--- src/rtl/ram_arbiter.sv ---
// Frame sequencer/arbiter for the shared SRAM: 16-cycle frame, Pi slot 0-1, CPU slot 12-15.
// All outputs registered; one Pi request held in a valid/ready register, pi_ready low while held.
module ram_arbiter #(
  parameter logic [15:0] IO_BASE = 16'hE800,
  parameter logic [15:0] IO_MASK = 16'hF800
) (
  input  logic        clk16,
  input  logic        reset_n,
  input  logic        pi_valid,
  output logic        pi_ready,
  input  logic        pi_rw,
  input  logic [16:0] pi_addr,
  input  logic [7:0]  pi_wdata,
  output logic [7:0]  pi_rdata,
  output logic        pi_done,
  input  logic [15:0] cpu_addr,
  input  logic        cpu_rw,
  input  logic [7:0]  cpu_wdata,
  output logic [7:0]  cpu_rdata,
  output logic        cpu_en,
  output logic        io_sel,
  input  logic [7:0]  io_rdata,
  output logic [16:0] ram_addr,
  output logic [7:0]  ram_wdata,
  input  logic [7:0]  ram_rdata,
  output logic        ram_oe_n,
  output logic        ram_we_n,
  output logic [3:0]  slot
);

  logic [3:0]  slot_q, slot_d;
  logic        pend_q, pend_d;
  logic        pend_rw_q, pend_rw_d;
  logic [16:0] pend_addr_q, pend_addr_d;
  logic [7:0]  pend_wdata_q, pend_wdata_d;
  logic        act_q, act_d;

  logic [7:0]  pi_rdata_q, pi_rdata_d;
  logic        pi_done_q, pi_done_d;
  logic [7:0]  cpu_rdata_q, cpu_rdata_d;
  logic        cpu_en_q, cpu_en_d;
  logic        io_sel_q, io_sel_d;
  logic [16:0] ram_addr_q, ram_addr_d;
  logic [7:0]  ram_wdata_q, ram_wdata_d;
  logic        ram_oe_n_q, ram_oe_n_d;
  logic        ram_we_n_q, ram_we_n_d;

  logic accept;
  logic pi_finish;
  logic io_hit;
  logic pi_nxt;
  logic cpu_nxt;

  assign accept    = pi_valid && !pend_q;
  assign pi_finish = (slot_q == 4'd1) && act_q;
  assign io_hit    = ((cpu_addr & IO_MASK) == IO_BASE);

  // State register
  always_ff @(posedge clk16 or negedge reset_n) begin
    if (!reset_n) begin
      slot_q       <= 4'd0;
      pend_q       <= 1'b0;
      pend_rw_q    <= 1'b0;
      pend_addr_q  <= 17'd0;
      pend_wdata_q <= 8'd0;
      act_q        <= 1'b0;
      pi_rdata_q   <= 8'd0;
      pi_done_q    <= 1'b0;
      cpu_rdata_q  <= 8'd0;
      cpu_en_q     <= 1'b0;
      io_sel_q     <= 1'b0;
      ram_addr_q   <= 17'd0;
      ram_wdata_q  <= 8'd0;
      ram_oe_n_q   <= 1'b1;
      ram_we_n_q   <= 1'b1;
    end else begin
      slot_q       <= slot_d;
      pend_q       <= pend_d;
      pend_rw_q    <= pend_rw_d;
      pend_addr_q  <= pend_addr_d;
      pend_wdata_q <= pend_wdata_d;
      act_q        <= act_d;
      pi_rdata_q   <= pi_rdata_d;
      pi_done_q    <= pi_done_d;
      cpu_rdata_q  <= cpu_rdata_d;
      cpu_en_q     <= cpu_en_d;
      io_sel_q     <= io_sel_d;
      ram_addr_q   <= ram_addr_d;
      ram_wdata_q  <= ram_wdata_d;
      ram_oe_n_q   <= ram_oe_n_d;
      ram_we_n_q   <= ram_we_n_d;
    end
  end

  // Next-state: frame counter, holding register and launch
  always_comb begin
    slot_d       = slot_q + 4'd1;
    pend_d       = pend_q;
    pend_rw_d    = pend_rw_q;
    pend_addr_d  = pend_addr_q;
    pend_wdata_d = pend_wdata_q;
    act_d        = act_q;
    if (accept) begin
      pend_d       = 1'b1;
      pend_rw_d    = pi_rw;
      pend_addr_d  = pi_addr;
      pend_wdata_d = pi_wdata;
    end
    // Launch samples the old pend_q, so a same-edge accept waits a frame.
    if (slot_q == 4'd15) begin
      act_d = pend_q;
    end
    if (pi_finish) begin
      pend_d = 1'b0;
      act_d  = 1'b0;
    end
  end

  // Outputs are computed for the slot about to begin, then registered
  always_comb begin
    pi_nxt      = act_d && (slot_d <= 4'd1);
    cpu_nxt     = (slot_d >= 4'd12);
    pi_rdata_d  = pi_rdata_q;
    pi_done_d   = pi_finish;
    cpu_rdata_d = cpu_rdata_q;
    cpu_en_d    = (slot_d == 4'd15);
    io_sel_d    = 1'b0;
    ram_addr_d  = ram_addr_q;
    ram_wdata_d = ram_wdata_q;
    ram_oe_n_d  = 1'b1;
    ram_we_n_d  = 1'b1;

    if (pi_finish && pend_rw_q) begin
      pi_rdata_d = ram_rdata;
    end
    if ((slot_q == 4'd14) && cpu_rw) begin
      cpu_rdata_d = io_hit ? io_rdata : ram_rdata;
    end

    if (pi_nxt) begin
      ram_addr_d = pend_addr_q;
      if (pend_rw_q) begin
        ram_oe_n_d = 1'b0;
      end else begin
        ram_wdata_d = pend_wdata_q;
        ram_we_n_d  = (slot_d != 4'd0);
      end
    end else if (cpu_nxt) begin
      ram_addr_d  = {1'b0, cpu_addr};
      ram_wdata_d = cpu_wdata;
      if (io_hit) begin
        io_sel_d = (slot_d >= 4'd13);
      end else if (cpu_rw) begin
        ram_oe_n_d = 1'b0;
      end else begin
        ram_we_n_d = (slot_d != 4'd14);
      end
    end
  end

  assign slot      = slot_q;
  assign pi_ready  = !pend_q;
  assign pi_rdata  = pi_rdata_q;
  assign pi_done   = pi_done_q;
  assign cpu_rdata = cpu_rdata_q;
  assign cpu_en    = cpu_en_q;
  assign io_sel    = io_sel_q;
  assign ram_addr  = ram_addr_q;
  assign ram_wdata = ram_wdata_q;
  assign ram_oe_n  = ram_oe_n_q;
  assign ram_we_n  = ram_we_n_q;

endmodule
--- config.mk ---
export PLATFORM = sky130hd
export DESIGN_NAME = ram_arbiter
export DESIGN_NICKNAME = d
export VERILOG_FILES = /design/src/rtl/ram_arbiter.sv
export SDC_FILE = /design/constraint.sdc
export NUM_CORES = 1
export LEC_CHECK = 0
export ABC_AREA = 1
export BUFFER_PORTS_ARGS = -buffer_cell sky130_fd_sc_hd__buf_2
export CORE_MARGIN = 2
export CORE_UTILIZATION = 50
export CTS_CLUSTER_SIZE = 16
export DETAILED_ROUTE_END_ITERATION = 10
export PLACE_DENSITY = 0.89
export SLEW_MARGIN = 20
export SYNTH_ARGS = -nofsm -noshare
export SYNTH_HDL_FRONTEND = slang
export SYNTH_SLANG_ARGS = --single-unit
--- constraint.sdc ---
create_clock -name clk16 -period 2.2 [get_ports clk16]
set_input_delay 0.33 -clock clk16 [delete_from_list [all_inputs] [get_ports clk16]]
set_output_delay 0.33 -clock clk16 [all_outputs]
set_load 0.02 [all_outputs]
Yosys cells after proc, flatten, opt, wreduce, memory -nomap -nowiden --
Cells that the tools add are included.
Operators by class: muxes and demuxes 23, reductions and logical operators 10, $add $sub $neg 1, magnitude comparators 3, equality and inequality tests 7
Operator list (number):
- 17-bit 2-to-1 mux | 2
- 8-bit 2-to-1 mux | 4
- 1-bit 2-to-1 mux | 17
- 4-bit equality test, second input constant | 3
- 4-bit greater-or-equal comparator, second input constant | 2
- 5-bit equality test, second input constant | 1
- 1-bit logical AND | 5
- 4-bit by 1-bit adder with 4-bit output, second input constant | 1
- 4-bit by 1-bit equality test with 1-bit output, second input constant | 1
- 4-bit by 1-bit <= comparator with 1-bit output, second input constant | 1
- 4-bit inequality test, second input constant | 1
- 2-bit nonzero test | 2
- 4-bit nonzero test | 1
- 2-bit inequality test, second input constant | 1
- 2-bit AND reduction | 1
- 1-bit zero test | 1
Word-level totals: bits in registers 78, input port bits 70, output and inout port bits 51, logic and storage cells 59

Longest topological paths before layout --
word-level depth 6, depth in mapped cells 13, gate-level depth less buffers 12

Worst setup path before layout --
OpenSTA, ideal clock, no wires.
path type register to register, start point reg slot_q[1] (netlist: slot[1]), end point reg ram_wdata_q[6] (netlist: ram_wdata[6]), path buffers 1, cell stages (with the launch flop) 12, setup slack 0.425 ns, arrival time 1.659 ns, path through dfrtp_1 > ha_1 > inv_2 > nand2_1 > nand3_2 > nor2_8 > nand2_4 > buf_6 > nand2_1 > nand2_1 > nand2_1 > nand2_1
Between the ends: longest elaborated chain between the ends 6, elaborated cells between the ends (all ways) 13
Ends and longest elaborated chain:
- start, declared | RTL line 31 | logic [3:0] slot_q, slot_d;
- start signal, assigned | RTL line 77 | slot_q <= slot_d;
- parallel branches: the longest is 6 deep, another holds 4-bit by 1-bit adder with 4-bit output
- end signal, assigned | RTL line 89 | ram_wdata_q <= ram_wdata_d;
- end, declared | RTL line 44 | logic [7:0] ram_wdata_q, ram_wdata_d;
Parallel ways; which one is timed is not known. A chain may end at the register's enable or synchronous reset.

Final worst setup path --
start point reg slot_q[1] (netlist: slot[1]), end point reg ram_addr_q[14] (netlist: ram_addr[14])
Between the ends: longest elaborated chain between the ends 5, elaborated cells between the ends (all ways) 11
Ends and longest elaborated chain:
- parallel branches: the longest is 5 deep, another holds 4-bit by 1-bit adder with 4-bit output
- end signal, assigned | RTL line 88 | ram_addr_q <= ram_addr_d;
- end, declared | RTL line 43 | logic [16:0] ram_addr_q, ram_addr_d;
Parallel ways; which one is timed is not known.

==> impl_metrics.py <==
metrics = {
    "floorplan": {
        "ios": 121,
        "die_w_um": 86.99,
        "core_area_um2": 6719,
        "die_height_um": 86.99,
        "dieArea_um2": 7566,
        "rows": 30,
        "initial_core_util_pct": 51.25,
    },
    "worst_hold_path": {
        "hold_path_class": "in -> reg",
    },
    "synthesis": {
        "syn_inst": 352,
        "synth_seq_cells": 78,
        "yosysSeqAreaShare_pct": 56.76,
        "synthTopCellsByArea": "dfrtp_1, nand2_1, mux2_2",
        "synth_area_per_cell_um2": 9.782,
        "syn_area_um2": 3443,
        "syn_nets": 428,
        "ys_types": 27,
        "yosysWarnings": 0,
        "synth_top_area_share_pct": 55.23,
        "yosysTopAreaCell": "dfrtp_1",
    },
    "grt": {
        "grt_pass1_vias": 2732,
        "overflow": 0,
        "grt_max_degree": 48,
        "antenna_found_initial": 0,
        "grt_pass1_wl_um": 12590,
        "grt_use_total_pct": 21.84,
    },
    "clock_tree": {
        "numCtsBuffers": 9,
        "clkTransAtPathRegs_ns": 0.08,
        "clockBufferDepth": 2,
        "cts.sinks": 78,
        "htreeDepth": 3,
        "cts_root_buf": "clkbuf_8",
        "clk_latency_ns": 0.35,
        "tritoncts": "yes",
        "cts_setup_buffers": 0,
    },
    "critical_path": {
        "worstSetupStartpoint": "slot[1]",
        "path_class": "reg -> reg",
        "endpoint_kind": "register",
        "r2r_cells": 11,
        "critical_path_arrival_ns": 2.27,
        "start_kind": "register",
        "critPathMaxFanout": 28,
        "crit_end": "ram_addr[14]",
        "worstPathRequired_ns": 2.48,
        "cpPeakStageDelay_ns": 0.48,
        "crit_chain": "inv_1 -> ha_1 -> nand2_1 -> inv_1 -> nand2_1 -> nand2_1 -> nor2_4 -> nand2_8 -> inv_4 -> nand2_1 -> nand3_1",
        "cpMostUsedCell": "nand2_1",
        "worstReg2RegStart": "slot[1]",
        "crit_slowest_cell": "dfrtp_1",
        "r2r_slack_ns": 0.21,
        "rr_endpoint": "ram_addr[14]",
    },
    "drt": {
        "drtPass1Iterations": 4,
        "post-route-drc-count": 0,
        "post_drt_wl_per_cell_um": 14.22,
        "viasPerCell": 5.129,
        "drtIter0Drc": 156,
        "num_vias": 2872,
        "ant_nets": 0,
        "routed_wl_um": 7964,
    },
    "place": {
        "portBuffers": 120,
        "pre_cts_ws_ns": 0.1767,
        "gp_congestion": 0.8016,
        "hpwl_um": 5815,
    },
    "timing": {
        "fin_crit_ns": 1.986,
        "hold_slack_ns": 0.1972,
        "rsz0062_at_grt": "false",
        "drv_slew": 0,
        "relSlewSlack_pct": 66.24,
        "final_hold_viol_count": 0,
        "layout_setup_ws_ns": 0.2143,
        "fmax_ghz": 0.5036,
        "timing.clock.skew_ns": 0.01012,
        "setup_violations": 0,
        "worstMarginPinSlew_ns": 0.5058,
        "fin_crit_sh_pct": 90.26,
        "setup_tns_ns": 0,
    },
    "finish": {
        "num-nets-final": 551,
        "nFillCells": 566,
        "drive_above_1_share_pct": 37.50,
        "diodes": 0,
        "area_delta_synth_final_pct": 26.53,
    },
    "outcome": {
        "status": "complete, no violations",
    },
    "flow_run": {
        "cap_violations": 0,
    },
    "power": {
        "ir_drop_uv": 549.4,
        "power.density_nw_per_um2": 1113,
        "leakage_uw": 0.002282,
        "total_power_uw": 4850,
    },
}
[flip-flops by register name (all words and copies together) (netlist names), 4 cells and up]
| name | flops |
|---|---|
| pi_rdata | 8 |
| ram_addr | 17 |
| ram_wdata | 8 |
| pend_addr_q | 17 |
| slot | 4 |
| pend_wdata_q | 8 |
| cpu_rdata | 8 |
[power breakdown]
group | total, µW | leakage, µW | switching [µW] | internal (µW)
Sequential | 2230 | 0.000926 | 270 | 1960
Combinational | 1440 | 0.00125 | 857 | 580
Clock | 1180 | 0.000106 | 539 | 642
Total | 4850 | 0.00228 | 1670 | 3180
[worst max-delay path, delay by kind of cell, from the launching register on]
kind	cells	cell delay (ns)
buffers and inverters	3	0.33
DFF	1	0.48
adders and majority gates	1	0.21
and+or+nand+nor	7	0.90
[cells by family after synthesis]
group           after synthesis  share of synthesized area (%)
mux                          24                          7.849
simple gates                167                          21.88
flops                        78                          56.76
fa+ha+maj                     6                          2.180
compound gates               30                          5.014
buf+inv                      47                          6.322
[placed cells by master (no fill, tap or decap), types with 3 or more instances in the layout]
master and count:
dfrtp_1 76, clkbuf_8 9, nand3_1 52, a21oi_1 3, ha_1 6, o211ai_1 8, buf_4 6, mux2_2 24
buf_2 119, o21ai_0 17, inv_1 29, nand2_2 3, nor2_1 8, nand2_1 96
[synth_stat cells, drive strengths merged]
cell / number
buf: 12
dfrtp: 76
mux2: 24
nand3: 54
a211oi: 1
dfstp: 2
ha: 6
o21ai: 18
a21oi: 3
o211ai: 8
inv: 32
nor2: 10
nand4: 1
clkbuf: 3
nor3: 2
nand2: 100
[worst min-delay path by stage]
stage / depth (start not counted) / endpoint / startpoint
global placement: 1 / ram_addr[12] / reset_n
CTS: 3 / ram_addr[10] / cpu_addr[10]
floorplan: 0 / act_q / reset_n
global route: 3 / ram_addr[4] / cpu_addr[4]
finish: 3 / ram_addr[10] / cpu_addr[10]
detailed placement: 1 / ram_addr[13] / reset_n
[cell type report]
cell class	count	area, µm²	share of cell area [%]
multi-input combinational	227	1287	29.55
sequential	78	1954	44.86
inverter	32	122.6	2.814
timing repair buffer	127	670.6	15.39
clock inverter	7	97.59	2.240
tap	80	100.1	2.298
clock buffer	9	123.9	2.843
[routing by layer]
| layer | global-route usage, % | wire length [µm] | part of all wire [%] | vias to the layer above |
|---|---|---|---|---|
| li1 | - | - | - | 1395 |
| met1 | 26.76 | 3380 | 42 | 1365 |
| met2 | 36.09 | 3909 | 49 | 95 |
| met3 | 4.834 | 454 | 5.7 | 17 |
| met4 | 11.36 | 220 | 2.8 | 0 |
| met5 | 0 | 0 | 0 | - |
[stage by stage]
| step | area (µm²) | std cells | utilization, % |
|---|---|---|---|
| global route | 4357 | 560 | 64.84 |
| finish | 4357 | 560 | 64.84 |
| global placement | 4109 | 543 | 61.15 |
| CTS | 4340 | 560 | 64.60 |
| floorplan | 3443 | 352 | - |
| detailed placement | 4109 | 543 | 61.15 |
[timing repair]
action                                 CTS  global route
setup endpoints to repair                0            11
hold buffers                             1             0
endpoints found under the hold margin   31             0
gates resized for setup                  0             2
(Power assumes the default switching activity.)
